==> config.mk <==
export PLATFORM = sky130hd
export DESIGN_NAME = adc_sample_averager
export DESIGN_NICKNAME = d
export VERILOG_FILES = /design/src/rtl/adc_sample_averager.sv
export SDC_FILE = /design/constraint.sdc
export NUM_CORES = 1
export LEC_CHECK = 0
export BUFFER_PORTS_ARGS = -buffer_cell sky130_fd_sc_hd__buf_2
export CAP_MARGIN = 5
export CORE_MARGIN = 2
export CORE_UTILIZATION = 30
export CTS_CLUSTER_DIAMETER = 100
export DETAILED_ROUTE_END_ITERATION = 16
export MAX_ROUTING_LAYER = met4
export SKIP_LAST_GASP = 1
export SYNTH_ARGS = -nofsm -noshare
export SYNTH_HDL_FRONTEND = slang
export SYNTH_SLANG_ARGS = --single-unit
==> constraint.sdc <==
create_clock -name clk -period 2.6 [get_ports clk]
set_input_delay 0 -clock clk [delete_from_list [all_inputs] [get_ports clk]]
set_output_delay 0 -clock clk [all_outputs]
set_load 0.05 [all_outputs]
==> src/rtl/adc_sample_averager.sv <==
// -----------------------------------------------------------------------------
// adc_sample_averager
//
// Boxcar averager for tagged ADC conversion results. Each channel keeps its own
// accumulator and sample counter. When a channel has collected 2^LOG2_AVG
// samples, the truncated mean is presented for one cycle on out_valid, and that
// channel's window restarts.
//
// Parameters:
//   SAMPLE_WIDTH  width of the unsigned ADC samples
//   NUM_CHANNELS  number of independent channels (2..16)
//   LOG2_AVG      log2 of the window length (0..8)
//
// Ports:
//   clk          system clock
//   rst_n        asynchronous active-low reset
//   clear        synchronous clear of all per-channel state; beats in_valid
//   in_valid     one-cycle sample strobe
//   in_channel   channel tag of in_sample
//   in_sample    unsigned ADC result
//   out_valid    one-cycle pulse, averaged result available
//   out_channel  channel of the current result (held between pulses)
//   out_average  window mean, truncated (held between pulses)
//   drop_pulse   one-cycle pulse, sample rejected because of a bad channel tag
//   out_min      window minimum (peak-hold build only, otherwise 0)
//   out_max      window maximum (peak-hold build only, otherwise 0)
//
// Build option:
//   ADC_AVG_PEAK_HOLD_EN  when defined, per-channel running min/max are kept and
//                         reported with each average; when undefined, out_min
//                         and out_max are tied to 0 and no min/max state exists.
// -----------------------------------------------------------------------------
module adc_sample_averager #(
  parameter  int SAMPLE_WIDTH = 10,
  parameter  int NUM_CHANNELS = 8,
  parameter  int LOG2_AVG     = 4,
  localparam int CH_WIDTH     = $clog2(NUM_CHANNELS)
) (
  input  logic                    clk,
  input  logic                    rst_n,
  input  logic                    clear,
  input  logic                    in_valid,
  input  logic [CH_WIDTH-1:0]     in_channel,
  input  logic [SAMPLE_WIDTH-1:0] in_sample,
  output logic                    out_valid,
  output logic [CH_WIDTH-1:0]     out_channel,
  output logic [SAMPLE_WIDTH-1:0] out_average,
  output logic                    drop_pulse,
  output logic [SAMPLE_WIDTH-1:0] out_min,
  output logic [SAMPLE_WIDTH-1:0] out_max
);

  // Sum of a full window of SAMPLE_WIDTH-bit samples fits in ACC_W bits.
  localparam int ACC_W = SAMPLE_WIDTH + LOG2_AVG;
  localparam int CNT_W = LOG2_AVG + 1;
  localparam logic [CNT_W-1:0] CNT_LAST = CNT_W'((1 << LOG2_AVG) - 1);

  // Truncating mean of a completed window.
  function automatic logic [SAMPLE_WIDTH-1:0] trunc_avg(input logic [ACC_W-1:0] sum);
    logic [ACC_W-1:0] shifted;
    shifted = sum >> LOG2_AVG;
    return shifted[SAMPLE_WIDTH-1:0];
  endfunction

  // Per-channel window state.
  logic [ACC_W-1:0] r_acc [NUM_CHANNELS];
  logic [CNT_W-1:0] r_cnt [NUM_CHANNELS];

  // Output stage.
  logic                    r_out_vld_p1;
  logic                    r_drop_vld_p1;
  logic [CH_WIDTH-1:0]     r_out_ch_p1;
  logic [SAMPLE_WIDTH-1:0] r_out_avg_p1;

  logic             w_ch_ok;
  logic             w_accept;
  logic             w_done;
  logic [ACC_W-1:0] w_acc_sel;
  logic [CNT_W-1:0] w_cnt_sel;
  logic [ACC_W-1:0] w_sum;

  // A tag can only be out of range when NUM_CHANNELS is not a power of two;
  // the widened compare keeps the power-of-two case free of a constant test.
  generate
    if (NUM_CHANNELS == (1 << CH_WIDTH)) begin : g_tag_full
      assign w_ch_ok = 1'b1;
    end else begin : g_tag_range
      assign w_ch_ok = ({1'b0, in_channel} < (CH_WIDTH + 1)'(NUM_CHANNELS));
    end
  endgenerate

  // Select the addressed channel's state by compare rather than by indexing,
  // so a bad tag never reads past the end of the arrays.
  always_comb begin
    w_acc_sel = '0;
    w_cnt_sel = '0;
    for (int c = 0; c < NUM_CHANNELS; c++) begin
      if (in_channel == CH_WIDTH'(c)) begin
        w_acc_sel = r_acc[c];
        w_cnt_sel = r_cnt[c];
      end
    end
  end

  // clear wins over a coincident sample: nothing is accepted or dropped.
  assign w_accept = in_valid && !clear && w_ch_ok;
  assign w_done   = w_accept && (w_cnt_sel == CNT_LAST);
  assign w_sum    = w_acc_sel + ACC_W'(in_sample);

  // ---- stage p0 -> p1: accumulate, detect window completion ----
  always_ff @(posedge clk or negedge rst_n) begin
    if (!rst_n) begin
      for (int c = 0; c < NUM_CHANNELS; c++) begin
        r_acc[c] <= '0;
        r_cnt[c] <= '0;
      end
      r_out_vld_p1  <= 1'b0;
      r_drop_vld_p1 <= 1'b0;
      r_out_ch_p1   <= '0;
      r_out_avg_p1  <= '0;
    end else begin
      r_out_vld_p1  <= w_done;
      r_drop_vld_p1 <= in_valid && !clear && !w_ch_ok;

      // Result registers only move on completion so they hold between pulses.
      if (w_done) begin
        r_out_ch_p1  <= in_channel;
        r_out_avg_p1 <= trunc_avg(w_sum);
      end

      for (int c = 0; c < NUM_CHANNELS; c++) begin
        if (clear) begin
          r_acc[c] <= '0;
          r_cnt[c] <= '0;
        end else if (w_accept && (in_channel == CH_WIDTH'(c))) begin
          if (w_done) begin
            r_acc[c] <= '0;
            r_cnt[c] <= '0;
          end else begin
            r_acc[c] <= w_sum;
            r_cnt[c] <= r_cnt[c] + CNT_W'(1);
          end
        end
      end
    end
  end

  assign out_valid   = r_out_vld_p1;
  assign drop_pulse  = r_drop_vld_p1;
  assign out_channel = r_out_ch_p1;
  assign out_average = r_out_avg_p1;

`ifdef ADC_AVG_PEAK_HOLD_EN

  localparam logic [SAMPLE_WIDTH-1:0] MIN_INIT = '1;

  function automatic logic [SAMPLE_WIDTH-1:0] pick_min(input logic [SAMPLE_WIDTH-1:0] a,
                                                       input logic [SAMPLE_WIDTH-1:0] b);
    return (a < b) ? a : b;
  endfunction

  function automatic logic [SAMPLE_WIDTH-1:0] pick_max(input logic [SAMPLE_WIDTH-1:0] a,
                                                       input logic [SAMPLE_WIDTH-1:0] b);
    return (a > b) ? a : b;
  endfunction

  logic [SAMPLE_WIDTH-1:0] r_min [NUM_CHANNELS];
  logic [SAMPLE_WIDTH-1:0] r_max [NUM_CHANNELS];
  logic [SAMPLE_WIDTH-1:0] r_out_min_p1;
  logic [SAMPLE_WIDTH-1:0] r_out_max_p1;

  logic [SAMPLE_WIDTH-1:0] w_min_sel;
  logic [SAMPLE_WIDTH-1:0] w_max_sel;
  logic [SAMPLE_WIDTH-1:0] w_min_new;
  logic [SAMPLE_WIDTH-1:0] w_max_new;

  always_comb begin
    w_min_sel = MIN_INIT;
    w_max_sel = '0;
    for (int c = 0; c < NUM_CHANNELS; c++) begin
      if (in_channel == CH_WIDTH'(c)) begin
        w_min_sel = r_min[c];
        w_max_sel = r_max[c];
      end
    end
  end

  // Extremes include the sample being accepted, so the completing sample counts.
  assign w_min_new = pick_min(w_min_sel, in_sample);
  assign w_max_new = pick_max(w_max_sel, in_sample);

  // ---- stage p0 -> p1: running extremes, aligned with the average ----
  always_ff @(posedge clk or negedge rst_n) begin
    if (!rst_n) begin
      for (int c = 0; c < NUM_CHANNELS; c++) begin
        r_min[c] <= MIN_INIT;
        r_max[c] <= '0;
      end
      r_out_min_p1 <= '0;
      r_out_max_p1 <= '0;
    end else begin
      if (w_done) begin
        r_out_min_p1 <= w_min_new;
        r_out_max_p1 <= w_max_new;
      end

      for (int c = 0; c < NUM_CHANNELS; c++) begin
        if (clear) begin
          r_min[c] <= MIN_INIT;
          r_max[c] <= '0;
        end else if (w_accept && (in_channel == CH_WIDTH'(c))) begin
          if (w_done) begin
            r_min[c] <= MIN_INIT;
            r_max[c] <= '0;
          end else begin
            r_min[c] <= w_min_new;
            r_max[c] <= w_max_new;
          end
        end
      end
    end
  end

  assign out_min = r_out_min_p1;
  assign out_max = r_out_max_p1;

`else

  assign out_min = '0;
  assign out_max = '0;

`endif

endmodule
==> impl_results.rst <==
.. list-table::
   :header-rows: 1

   * - Metric
     - Value
   * - Drt drc
     - 0
   * - Max Fanout on Critical Path
     - 3
   * - Finished layout cell area
     - between 0.01 and 0.015 mm2
   * - Sequential Power Share
     - 0.445
   * - Capture point of the worst path
     - out_average[2]
   * - Post-route non-filler standard cell count
     - 1355
   * - Clock tree buffer depth
     - 2
   * - Internal power
     - approximately 4.4 mW
   * - Minimum setup slack after placement
     - -213.1 ps
   * - Tightest Pin Transition
     - 1092 ps
   * - Routability Congestion
     - 0.8020
   * - Number of cells on the worst reg-to-reg path
     - 13
   * - Primary FF master, synth
     - sky130_fd_sc_hd__dfrtp_1
   * - Leak Pwr
     - around 4.8 nW
   * - Net Sw Power
     - 1.625 mW
   * - Die Outline Area
     - 0.03066 mm2
   * - Number of global-route vias before repair
     - a little under 7000
   * - Count of max-cap constraint violations
     - 0
   * - Post-synthesis cell count
     - just under 900
   * - Worst setup EP type
     - flip-flop
   * - Endpoint arrival time on the critical path
     - 3040 ps
   * - # diodes
     - 0
   * - Post-route minimum period
     - 2723 ps
   * - Min Hold Slack
     - 66.49 ps
   * - Total setup violations reported at the end of the flow
     - 36
   * - R2R Path Start
     - r_acc[56]
   * - Commonest cells after routing, fill and taps aside
     - sky130_fd_sc_hd__dfrtp_1 (166), sky130_fd_sc_hd__nand3_1 (131), sky130_fd_sc_hd__buf_4 (83)
   * - IR drop worst, VDD
     - 0.0004615 V
   * - Element type at the critical path start
     - flip-flop
   * - Die extent in x
     - 175.1 um
   * - Part of the total power dissipated in combinational logic
     - 0.124
   * - Cell total after placement
     - 1314
   * - Pins Over Slew Limit
     - 0
   * - Routed vias/inst
     - 5.290
   * - Cell type with the highest aggregate area in the netlist
     - sky130_fd_sc_hd__dfrtp_1
   * - Library cell used as clock root buffer
     - sky130_fd_sc_hd__clkbuf_16
   * - Largest net degree at the start of global routing
     - 73
   * - Yosys warns
     - 0
   * - Post-synth EDFFs
     - 0
   * - CTS tree
     - built
   * - Initial antenna violation count
     - 0
   * - Power after layout
     - 6.004 mW
   * - Setup TNS
     - -2412 ps
   * - Crit path setup slack, layout
     - -122.9 ps
   * - Antenna-violating nets left
     - 0
   * - Max_slew headroom
     - 0.2723
   * - Share of the cycle needed by the critical path after routing
     - 1.047
   * - Clock share of power
     - 0.431
   * - Endpoint of the most critical register-to-register path
     - out_average[2]
   * - GRT Resource Usage Total
     - 0.1631
   * - Fraction of registers with async set/reset
     - 1.000
   * - Number of different library cells in the post-synthesis netlist
     - 69
   * - Starting utilization of the core area
     - 0.3051
   * - Finished Core Util
     - 0.3797
   * - TritonCTS Buffers
     - 17
   * - Clock skew
     - ~9 ps
   * - Iteration-0 DRC count of the detailed router
     - around 670
   * - Synth-to-layout area growth
     - 24.42%
   * - Number of levels in the clock H-tree
     - 4
   * - Setup repair after global routing missed its margin
     - true
   * - Ratio of cells with drive above 1 in the final layout
     - 0.2781
   * - Chip Height
     - 175.1 um
   * - Final Hold Violating Endpoints
     - 0
   * - Placed standard-cell area
     - around 0.01 mm2
   * - Most common library cell in the layout ignoring fill and taps
     - sky130_fd_sc_hd__dfrtp_1
   * - Average size of a mapped cell
     - 10.11 um2
   * - Post-synthesis sequential element count
     - ~170
   * - Detailed-route wire length
     - between 20000 and 25000 um
   * - Proportion of netlist area held by the largest area contributor
     - 0.4730
   * - Highest clock rate
     - approximately 0.37 GHz
   * - Initial DRT Pass Iterations
     - 5
   * - Synthesized cell area
     - around 0.0088 mm2
   * - Sum of net half-perimeters after detailed placement
     - 15720 um
   * - Switching share of total power
     - 0.2706
   * - IO Count
     - 52
   * - PortBufs
     - 30
   * - Power density cells
     - 549.5 mW/mm2
   * - Violated checks
     - negative setup slack
   * - Total number of placement rows
     - 62
   * - Largest cells by area after synthesis
     - sky130_fd_sc_hd__dfrtp_1 (47%), sky130_fd_sc_hd__nand3_1 (7.5%), sky130_fd_sc_hd__o21ai_0 (6.5%)
   * - Clk pin slew, worst setup/hold paths
     - around 70 ps
   * - Grt total ovfl
     - 0
   * - Clock Latency Late Sink
     - 430 ps
   * - Result of the run
     - finished, violations left
   * - FILL cells
     - 2786
   * - Data required time of the worst path
     - 2910 ps
   * - Worst Hold Depth
     - 4
   * - Crit. Startpoint
     - r_acc[56]
   * - Class of the worst hold path
     - in -> reg
   * - Number of nets in the final layout
     - 996
   * - Placeable core area
     - 0.02878 mm2
   * - Register-to-Register Setup Slack
     - -120 ps
   * - Sequential area share after synthesis
     - 0.4730
   * - Wire length of the first global-routing pass
     - 38640 um
   * - Kind of critical path
     - reg -> reg
   * - Number of clock sinks seen by CTS
     - approximately 170
   * - Vias
     - 7168
   * - Avg WL per Cell
     - 17.82 um
cell usage after synthesis (3+ instances only):
cell / instances
sky130_fd_sc_hd__o211ai_1: 13
sky130_fd_sc_hd__o21ai_0: 114
sky130_fd_sc_hd__o21a_1: 4
sky130_fd_sc_hd__o211ai_2: 4
sky130_fd_sc_hd__nor3b_1: 4
sky130_fd_sc_hd__o21ai_1: 8
sky130_fd_sc_hd__xnor2_1: 5
sky130_fd_sc_hd__o22ai_1: 4
sky130_fd_sc_hd__a32o_1: 5
sky130_fd_sc_hd__clkbuf_1: 40
sky130_fd_sc_hd__o21ai_2: 5
sky130_fd_sc_hd__nand3b_1: 5
sky130_fd_sc_hd__a21o_1: 4
sky130_fd_sc_hd__or3_1: 5
sky130_fd_sc_hd__xor2_1: 4
sky130_fd_sc_hd__a31o_2: 4
sky130_fd_sc_hd__o32ai_1: 3
sky130_fd_sc_hd__a211oi_1: 3
sky130_fd_sc_hd__buf_2: 6
sky130_fd_sc_hd__and2_1: 5
sky130_fd_sc_hd__dfrtp_1: 166
sky130_fd_sc_hd__nand3_1: 131
sky130_fd_sc_hd__inv_1: 14
sky130_fd_sc_hd__o31ai_1: 20
sky130_fd_sc_hd__and3_1: 9
sky130_fd_sc_hd__nand2_1: 76
sky130_fd_sc_hd__buf_4: 27
sky130_fd_sc_hd__a31oi_1: 3
sky130_fd_sc_hd__mux2_2: 14
sky130_fd_sc_hd__nor2b_1: 7
sky130_fd_sc_hd__mux2i_1: 6
sky130_fd_sc_hd__a211o_1: 5
sky130_fd_sc_hd__nor2_1: 21
sky130_fd_sc_hd__a21oi_1: 15
sky130_fd_sc_hd__nand2b_1: 8
sky130_fd_sc_hd__mux4_2: 25
sky130_fd_sc_hd__nand4_1: 4
sky130_fd_sc_hd__ha_1: 20
sky130_fd_sc_hd__buf_1: 4
sky130_fd_sc_hd__nor3_1: 11
state kept, by name, summed over array words and instances (netlist names):
register / count
out_average: 10
out_channel: 3
r_cnt: 40
out_valid: 1
r_acc: 112
worst min path at each step:
| stage | slack (ps) | from | end |
|---|---|---|---|
| 2_1_floorplan | -300 | rst_n | out_average[0] |
| 3_3_place_gp | 80 | rst_n | r_cnt[26] |
| 3_5_place_dp | 90 | rst_n | r_cnt[26] |
| 4_1_cts | 70 | in_sample[0] | r_acc[42] |
| 5_1_grt | 90 | in_sample[0] | r_acc[42] |
| 6_report | 70 | in_sample[0] | r_acc[42] |
worst max-delay path: stages (launching register included):
cell and delay [ps]:
sky130_fd_sc_hd__dfrtp_1 390, sky130_fd_sc_hd__mux4_2 480, sky130_fd_sc_hd__nand2_2 80, sky130_fd_sc_hd__nand2_2 60, sky130_fd_sc_hd__ha_4 160, sky130_fd_sc_hd__inv_2 50, sky130_fd_sc_hd__fa_2 200, sky130_fd_sc_hd__nor2b_2 50
sky130_fd_sc_hd__o211ai_1 160, sky130_fd_sc_hd__buf_4 160, sky130_fd_sc_hd__a21boi_2 70, sky130_fd_sc_hd__or3_4 340, sky130_fd_sc_hd__and2_4 170, sky130_fd_sc_hd__mux2_4 250
kinds of logic (layout without fill, tap and decap cells):
kind of cell    count (synthesis)  in the layout  share of synthesized area
fa+ha+maj                      21             21                    0.03077
other cells                     1             21                  0.0004270
compound gates                232            233                     0.1714
xor+xnor                       10             11                    0.01083
mux                            45             45                    0.08890
buf+inv                        94            174                    0.05428
simple gates                  300            300                     0.1704
flops                         166            166                     0.4730
layout make-up:
class	instances	area, um2	share of cell area
Tap cell	384	480.5	0.04397
Multi-Input combinational cell	631	4614	0.4223
Clock inverter	12	142.6	0.01305
Sequential cell	166	4154	0.3802
Timing Repair Buffer	127	1022	0.09355
Inverter	15	56.30	0.005153
Clock buffer	20	456.7	0.04180
power groups by stage:
stage	clock (mW)	sequential, mW	combinational, mW
after CTS	2.62	2.67	0.700
final	2.59	2.67	0.744
after floorplan	0	2.72	0.426
after detailed placement	0	2.72	0.676
after global placement	0	2.72	0.673
after global routing	2.73	2.68	0.810
routing by layer:
layer,GRT usage,vias up,part of all wire
met5,-,-,0
met4,0.05347,0,0.021
met3,0.02372,40,0.042
met2,0.2541,200,0.48
met1,0.2188,3562,0.46
li1,-,3366,-
what timing repair did:
action | CTS | global route
endpoints found under the setup margin | 81 | 106
gates cloned | 2 | 0
gates resized for setup | 32 | 56
pin swaps | 19 | 20
hold buffers | 2 | 0
hold endpoints to repair | 71 | 0
buffers inserted | 3 | 3
Note: power is estimated with default switching activity, not from simulation.
